==> src/rtl/float_add_scheduler.sv <==
// float_add_scheduler: round-robin arbiter sharing one start/done float adder between two requesters,
// with a WAIT-state timeout that returns a quiet NaN tagged as an error.
module float_add_scheduler #(
    parameter int TIMEOUT = 64,
    parameter int CNT_W   = 16
) (
    input  logic             clk,
    input  logic             rst_n,
    input  logic [1:0]       req_valid,
    output logic [1:0]       req_ready,
    input  logic [63:0]      req_a,
    input  logic [63:0]      req_b,
    output logic             add_start,
    output logic [31:0]      add_a,
    output logic [31:0]      add_b,
    input  logic             add_done,
    input  logic [31:0]      add_sum,
    output logic             rsp_valid,
    input  logic             rsp_ready,
    output logic             rsp_id,
    output logic [31:0]      rsp_sum,
    output logic             rsp_err,
    output logic             busy,
    output logic [CNT_W-1:0] done_cnt
);
    typedef enum logic [1:0] {IDLE, ISSUE, WAIT, RESP} state_t;
    localparam logic [15:0] T_LAST = 16'(TIMEOUT - 1);
    localparam logic [31:0] QNAN   = 32'h7FC0_0000;
    state_t           state_q, state_d;
    logic             last_q, last_d, gid_q, gid_d, err_q, err_d, g;
    logic [31:0]      a_q, a_d, b_q, b_d, sum_q, sum_d;
    logic [15:0]      tmr_q, tmr_d;
    logic [CNT_W-1:0] cnt_q, cnt_d;
    // With both requesting, the one not served last wins.
    assign g = (&req_valid) ? ~last_q : req_valid[1];
    always_comb begin
        state_d   = state_q;
        last_d    = last_q;
        gid_d     = gid_q;
        err_d     = err_q;
        a_d       = a_q;
        b_d       = b_q;
        sum_d     = sum_q;
        tmr_d     = tmr_q;
        cnt_d     = cnt_q;
        req_ready = 2'b00;
        add_start = 1'b0;
        case (state_q)
            IDLE: if (|req_valid) begin
                req_ready = g ? 2'b10 : 2'b01;
                a_d       = g ? req_a[63:32] : req_a[31:0];
                b_d       = g ? req_b[63:32] : req_b[31:0];
                gid_d     = g;
                state_d   = ISSUE;
            end
            ISSUE: begin
                add_start = 1'b1;
                tmr_d     = '0;
                state_d   = WAIT;
            end
            WAIT: begin
                tmr_d = tmr_q + 16'd1;
                if (add_done) begin
                    sum_d   = add_sum;
                    err_d   = 1'b0;
                    state_d = RESP;
                end else if (tmr_q == T_LAST) begin
                    sum_d   = QNAN;
                    err_d   = 1'b1;
                    state_d = RESP;
                end
            end
            RESP: if (rsp_ready) begin
                last_d  = gid_q;
                cnt_d   = cnt_q + CNT_W'(1);
                state_d = IDLE;
            end
            default: state_d = IDLE;
        endcase
    end
    always_ff @(posedge clk or negedge rst_n) begin
        if (!rst_n) begin
            state_q <= IDLE;
            last_q  <= 1'b1;
            gid_q   <= 1'b0;
            err_q   <= 1'b0;
            a_q     <= '0;
            b_q     <= '0;
            sum_q   <= '0;
            tmr_q   <= '0;
            cnt_q   <= '0;
        end else begin
            state_q <= state_d;
            last_q  <= last_d;
            gid_q   <= gid_d;
            err_q   <= err_d;
            a_q     <= a_d;
            b_q     <= b_d;
            sum_q   <= sum_d;
            tmr_q   <= tmr_d;
            cnt_q   <= cnt_d;
        end
    end
    assign add_a     = a_q;
    assign add_b     = b_q;
    assign rsp_valid = (state_q == RESP);
    assign rsp_id    = gid_q;
    assign rsp_sum   = sum_q;
    assign rsp_err   = err_q;
    assign busy      = (state_q != IDLE);
    assign done_cnt  = cnt_q;
endmodule

==> config.mk <==
export PLATFORM = sky130hd
export DESIGN_NAME = float_add_scheduler
export DESIGN_NICKNAME = d
export VERILOG_FILES = /design/src/rtl/float_add_scheduler.sv
export SDC_FILE = /design/constraint.sdc
export NUM_CORES = 1
export LEC_CHECK = 0
export ABC_AREA = 1
export BUFFER_PORTS_ARGS = -buffer_cell sky130_fd_sc_hd__clkbuf_2
export CORE_UTILIZATION = 30
export CTS_BUF_LIST = sky130_fd_sc_hd__clkbuf_2 sky130_fd_sc_hd__clkbuf_4 sky130_fd_sc_hd__clkbuf_8
export DETAILED_ROUTE_END_ITERATION = 10
export GPL_TIMING_DRIVEN = 0
export PLACE_DENSITY = 0.58
export SYNTH_ARGS = -nofsm -noshare
export SYNTH_HDL_FRONTEND = slang
export SYNTH_SLANG_ARGS = --single-unit
==> constraint.sdc <==
create_clock -name clk -period 2 [get_ports clk]
set_clock_uncertainty 0.1 [all_clocks]
set_input_delay 0.1 -clock clk [delete_from_list [all_inputs] [get_ports clk]]
set_output_delay 0.1 -clock clk [all_outputs]
set_load 0.02 [all_outputs]
Yosys cells after proc, flatten, opt, wreduce, memory -nomap -nowiden
Cells that the tools add are included.
- bits in registers: 133
- word-level logic and storage cells: 46
- add/sub/neg operators: 2
- equality and inequality tests: 7
- muxes and demuxes: 17
- bitwise operators: 1
- reduce and logical (&&, ||, !) cells: 10
- operators with widths (kind ; number):
    $mux W32 ; 4
    $add A16 B1 Y16 const B ; 2
    $pmux W16 S2 ; 1
    $eq A16 B6 Y1 const B ; 1
    $mux W2 ; 7
    $pmux W2 S4 ; 1
    $reduce_and A2 Y1 ; 4
    $reduce_bool A2 Y1 ; 3
    $eq A2 B2 Y1 const B ; 2
    $mux W1 ; 4
    $ne A3 B3 Y1 const B ; 1
    $reduce_and A3 Y1 ; 1
    $eq A2 B1 Y1 const B ; 1
    $logic_not A2 Y1 ; 1
    $ne A2 B1 Y1 const B ; 1
    $ne A2 B2 Y1 const B ; 1
    $reduce_or A2 Y1 ; 1
    $not A1 Y1 ; 1

Longest topological paths before layout
- word-level depth: 5
- depth in mapped cells: 11
- depth with buffers taken out: 10

Worst setup path before layout
OpenSTA, ideal clock, no wires.
- path type: register to register
- from: register state_q[0]
- to: register cnt_q[9] (netlist: done_cnt[9])
- setup time: 0.120 ns
- arrival time: 1.446 ns
- data required time: 1.780 ns
- slack: 0.334 ns
- stages on the path, launching flop included: 9
- clock period less this slack: 1.666 ns
- cell sequence: dfrtp_1 ha_1 nand2_2 inv_2 nand3_4 nor2_2 nand2_1 o21ai_0 nand2_1
- longest elaborated chain between the ends: 2
- ends and longest elaborated chain (element ; RTL line ; text):
    start, declared ; 29 ; state_t state_q, state_d;
    start signal, assigned ; 93 ; state_q <= state_d;
    $eq A2 B2 Y1 ; - ;
    net rsp_valid ; 18 ; output logic rsp_valid,
    $reduce_and A2 Y1 (no source line) ; - ;
    end signal, assigned ; 101 ; cnt_q <= cnt_d;
    end, declared ; 33 ; logic [CNT_W-1:0] cnt_q, cnt_d;
The timed path passes the listed nets, and every way through them passes these cells.
A chain may end at the register's enable or synchronous reset.

Worst setup path in the final report
- from: register state_q[1]
- to: register sum_q[27] (netlist: rsp_sum[27])
- longest elaborated chain between the ends: 2
- ends and longest elaborated chain (element ; RTL line ; text):
    $eq A2 B2 Y1 ; 48 ; case (state_q)
    $reduce_and A2 Y1 (no source line) ; - ;
    end signal, assigned ; 99 ; sum_q <= sum_d;
    end, declared ; 31 ; logic [31:0] a_q, a_d, b_q, b_d, sum_q, sum_d;
Every way passes these cells.

==> metrics.txt <==
# TYPE chip_impl_metric gauge
chip_impl_metric{name="yosysSeqAreaShare",unit="%"} 54.12
chip_impl_metric{name="final.fill_count",unit=""} 1885
chip_impl_metric{name="cap_viol_max_count",unit=""} 0
chip_impl_metric{name="fin_nets",unit=""} 1401
chip_impl_metric{name="pre_cts_slack",unit="ns"} -0.08357
chip_impl_info{name="clk_tree_root_cell",value="sky130_fd_sc_hd__clkbuf_8"} 1
chip_impl_metric{name="yosys_warnings",unit=""} 0
chip_impl_metric{name="period_minus_slack",unit="ns"} 1.951
chip_impl_info{name="critical_path_class",value="register to register"} 1
chip_impl_metric{name="dieHeight",unit="microns"} 145.2
chip_impl_info{name="status",value="completed"} 1
chip_impl_metric{name="synth.top_cell.area_share",unit="%"} 53.69
chip_impl_metric{name="yosysUniqueCellTypes",unit=""} 34
chip_impl_metric{name="cts_buffer_depth",unit=""} 2
chip_impl_metric{name="top_level_ports",unit=""} 285
chip_impl_metric{name="sequential_cell_area",unit="sq um"} 3329
chip_impl_info{name="regToRegStartpoint",value="state_q[1]"} 1
chip_impl_metric{name="power_per_cell_area",unit="nW/um^2"} 1243
chip_impl_metric{name="grt_start_max_net_pins",unit=""} 70
chip_impl_info{name="crit_path_end",value="rsp_sum[27]"} 1
chip_impl_metric{name="critical_path.max_fanout",unit=""} 8
chip_impl_metric{name="postSynthNetCount",unit=""} 918
chip_impl_metric{name="detail-route-antenna-nets",unit=""} 0
chip_impl_metric{name="clock_tree.htree_level_count",unit=""} 4
chip_impl_info{name="hp-class",value="primary input to register"} 1
chip_impl_metric{name="via_count",unit=""} 6766
chip_impl_metric{name="global_route_total_usage_across_every_layer",unit="%"} 20.40
chip_impl_metric{name="worst_r2r_path_depth",unit=""} 7
chip_impl_info{name="synth.most_common_cell",value="sky130_fd_sc_hd__nand2_1"} 1
chip_impl_metric{name="cts.sinks",unit=""} 133
chip_impl_info{name="tritoncts",value="built"} 1
chip_impl_metric{name="cellLeakagePower",unit="nW"} 5.387
chip_impl_metric{name="postSynthRegisterBits",unit=""} 133
chip_impl_metric{name="worst_ep_required_time",unit="ns"} 2.26
chip_impl_metric{name="wl_per_cell",unit="microns"} 14.03
chip_impl_metric{name="timing_max_transition_violations_final",unit=""} 0
chip_impl_metric{name="die_area",unit="sq um"} 21080
chip_impl_metric{name="numPortBuffers",unit=""} 284
chip_impl_metric{name="routed_wirelength",unit="mm"} 21.22
chip_impl_info{name="yosys.area.top_type",value="sky130_fd_sc_hd__dfrtp_1"} 1
chip_impl_metric{name="post_synth_inst_count",unit=""} 745
chip_impl_info{name="ys_dominant_reg_cell",value="sky130_fd_sc_hd__dfrtp_1"} 1
chip_impl_metric{name="proportion_of_synthesized_flip_flops_having_asynchronous_set_or_reset",unit="%"} 100.0
chip_impl_metric{name="clkLatencyLatePin",unit="ns"} 0.43
chip_impl_metric{name="final_min_period_over_clock_period",unit="%"} 97.53
chip_impl_metric{name="finalPower",unit="mW"} 12.63
chip_impl_metric{name="grt_pass1_vias",unit=""} 6919
chip_impl_info{name="timing.rr.end",value="rsp_sum[27]"} 1
chip_impl_metric{name="multi_input_area",unit="sq um"} 2466
chip_impl_metric{name="critPathArrivalTime",unit="ns"} 2.21
chip_impl_metric{name="place_congestion",unit=""} 0.8354
chip_impl_metric{name="fmax",unit="MHz"} 512.6
chip_impl_metric{name="core",unit="sq um"} 20170
chip_impl_info{name="synth_common_cells",value="sky130_fd_sc_hd__nand2_1 (273), sky130_fd_sc_hd__dfrtp_1 (132), sky130_fd_sc_hd__nor2_1 (71), sky130_fd_sc_hd__nand3_1 (50), sky130_fd_sc_hd__o21ai_0 (49)"} 1
chip_impl_metric{name="rows",unit=""} 52
chip_impl_metric{name="timing_hold_violations_final",unit=""} 0
chip_impl_metric{name="router_iterations_before_antenna_repair",unit=""} 5
chip_impl_metric{name="syn-cell-area",unit="sq um"} 6152
chip_impl_metric{name="post_route_cells_drive_above_1_share",unit="%"} 31.59
chip_impl_metric{name="worst_setup_hold_path_clk_slew",unit="ns"} 0.09
chip_impl_metric{name="drt-vias-per-instance",unit=""} 4.475
chip_impl_info{name="yosys-top-cells-area",value="sky130_fd_sc_hd__dfrtp_1 (54%), sky130_fd_sc_hd__nand2_1 (17%), sky130_fd_sc_hd__nor2_1 (4.3%)"} 1
chip_impl_metric{name="initial_core_util",unit="%"} 30.50
chip_impl_metric{name="synth_enable_flop_cells",unit=""} 0
chip_impl_metric{name="area.growth.synth_to_final",unit="%"} 65.18
chip_impl_metric{name="timing_worst_slew_pin_value",unit="ns"} 0.5545
chip_impl_metric{name="globalRouteOverflowTotal",unit=""} 0
chip_impl_info{name="startpoint_type",value="register"} 1
chip_impl_metric{name="dr_drc_count",unit=""} 0
chip_impl_metric{name="r2r_setup_slack",unit="ns"} 0.05
chip_impl_metric{name="first_drt_iteration_drcs",unit=""} 248
chip_impl_metric{name="post-dp-hpwl",unit="mm"} 13.63
chip_impl_metric{name="setup_slack",unit="ns"} 0.04934
chip_impl_metric{name="antenna_found_initial",unit=""} 1
chip_impl_metric{name="peakVddDrop",unit="mV"} 0.6833
chip_impl_metric{name="setup_viol_count_final",unit=""} 0
chip_impl_metric{name="slew_headroom",unit="%"} 63.04
chip_impl_info{name="worstSetupEndpointType",value="register"} 1
chip_impl_metric{name="numCtsBuffers",unit=""} 17
chip_impl_metric{name="synth.avg_cell_area",unit="sq um"} 8.258
chip_impl_info{name="startpoint",value="state_q[1]"} 1
chip_impl_metric{name="grt_first_pass_wirelength",unit="mm"} 34.18
chip_impl_metric{name="dieWidth",unit="microns"} 145.2
-- state kept, by name, indices dropped and copies added, names as in the netlist --
signal    cells
add_a        32
add_b        32
rsp_sum      32
done_cnt     16
tmr_q        16
state_q       2
last_q        1
rsp_err       1
rsp_id        1
-- repair_timing --
| item | 4_1_cts | 5_1_grt |
|---|---|---|
| setup buffers | 3 | 4 |
| setup endpoints to repair | 23 | 44 |
| gates resized for setup | 13 | 16 |
| pin swaps | 1 | 1 |
| hold buffers | 173 | 0 |
| gates cloned | 0 | 1 |
| endpoints found under the hold margin | 167 | 0 |
-- metrics by stage --
stage                     cells  hold WS, ns  utilization, %  instance area [sq um]    TNS, ns
after floorplan             745      -0.2956               -                   6152          0
after global placement     1299       0.1995           39.22                   7911    -215.97
after detailed placement   1300      0.02555           39.40                   7948    -0.6631
after CTS                  1507      0.03907           50.11                  10110   -0.04455
after global routing       1512      0.07451           50.38                  10160  -0.004093
final                      1512      0.05444           50.38                  10160          0
-- critical path, cell delays in order (launching register included) --
cell and delay (ns):
sky130_fd_sc_hd__dfrtp_1 0.43, sky130_fd_sc_hd__buf_4 0.15, sky130_fd_sc_hd__ha_1 0.17, sky130_fd_sc_hd__buf_4 0.18, sky130_fd_sc_hd__nand2_4 0.11, sky130_fd_sc_hd__nor2_1 0.04
sky130_fd_sc_hd__dlygate4sd3_1 0.57, sky130_fd_sc_hd__a21oi_2 0.14
-- cells by family (layout without fill, tap and decap cells) --
kind of cell,Yosys count,in the layout,synth area share (%)
AND/OR/NAND/NOR,420,421,28.23
flip-flops,133,133,54.12
AO/OA/AOI/OAI,89,89,8.196
buffers and inverters,85,580,6.467
XOR/XNOR,11,11,1.566
adder cells (fa/ha/maj),7,7,1.424
other,0,1,0
-- placed cells by master (no fill, tap or decap), types with 4 or more instances in the layout --
cell type	count
sky130_fd_sc_hd__o21ai_1	18
sky130_fd_sc_hd__dfrtp_1	132
sky130_fd_sc_hd__ha_1	6
sky130_fd_sc_hd__inv_2	8
sky130_fd_sc_hd__nand3_1	50
sky130_fd_sc_hd__nand2_1	272
sky130_fd_sc_hd__a21oi_1	5
sky130_fd_sc_hd__buf_4	12
sky130_fd_sc_hd__nor2_2	4
sky130_fd_sc_hd__inv_6	4
sky130_fd_sc_hd__o21ai_0	49
sky130_fd_sc_hd__buf_2	11
sky130_fd_sc_hd__clkbuf_8	20
sky130_fd_sc_hd__xor2_1	6
sky130_fd_sc_hd__xnor2_1	5
sky130_fd_sc_hd__a21oi_2	12
sky130_fd_sc_hd__nand2_4	4
sky130_fd_sc_hd__dlygate4sd3_1	173
sky130_fd_sc_hd__inv_1	46
sky130_fd_sc_hd__clkbuf_2	287
sky130_fd_sc_hd__buf_6	6
sky130_fd_sc_hd__nand4_1	7
sky130_fd_sc_hd__clkinv_2	4
sky130_fd_sc_hd__nor2_1	71
-- cell type report --
class                   instances  share of cell area (%)
repair buffers                465                   31.99
clock buffers                  18                   2.438
multi-input cells             528                   24.27
diodes                          1                 0.02462
clock inverters                14                   1.231
well taps                     270                   3.324
flip-flops and latches        133                   32.76
plain buffers                  27                   1.822
inverters                      56                   2.142
-- power breakdown --
group	internal (mW)	switching (mW)
Sequential	3.76	0.645
Clock	1.02	1.14
Combinational	2.20	3.86
-- routing by layer --
| metal | global-route usage (%) | wire [microns] | share of wire [%] | up-vias |
|---|---|---|---|---|
| met2 | 35.58 | 10450 | 49 | 270 |
| met4 | 7.789 | 495 | 2.3 | 0 |
| met3 | 5.472 | 1454 | 6.9 | 35 |
| met1 | 23.80 | 8817 | 42 | 3135 |
| li1 | - | - | - | 3326 |
| met5 | 0 | 0 | 0 | - |
-- how the worst min path moves through the flow --
stage                            start           to  slack (ns)  cells after the start
after global placement      add_sum[8]   rsp_sum[8]        0.20                      3
after detailed placement         rst_n  rsp_sum[22]        0.03                      1
after floorplan                  rst_n     add_a[0]       -0.30                      0
after CTS                 req_valid[1]       rsp_id        0.04                      5
after global routing      req_valid[1]       rsp_id        0.07                      5
final                     req_valid[1]       rsp_id        0.05                      5
Note: power is estimated with default switching activity, not from simulation.
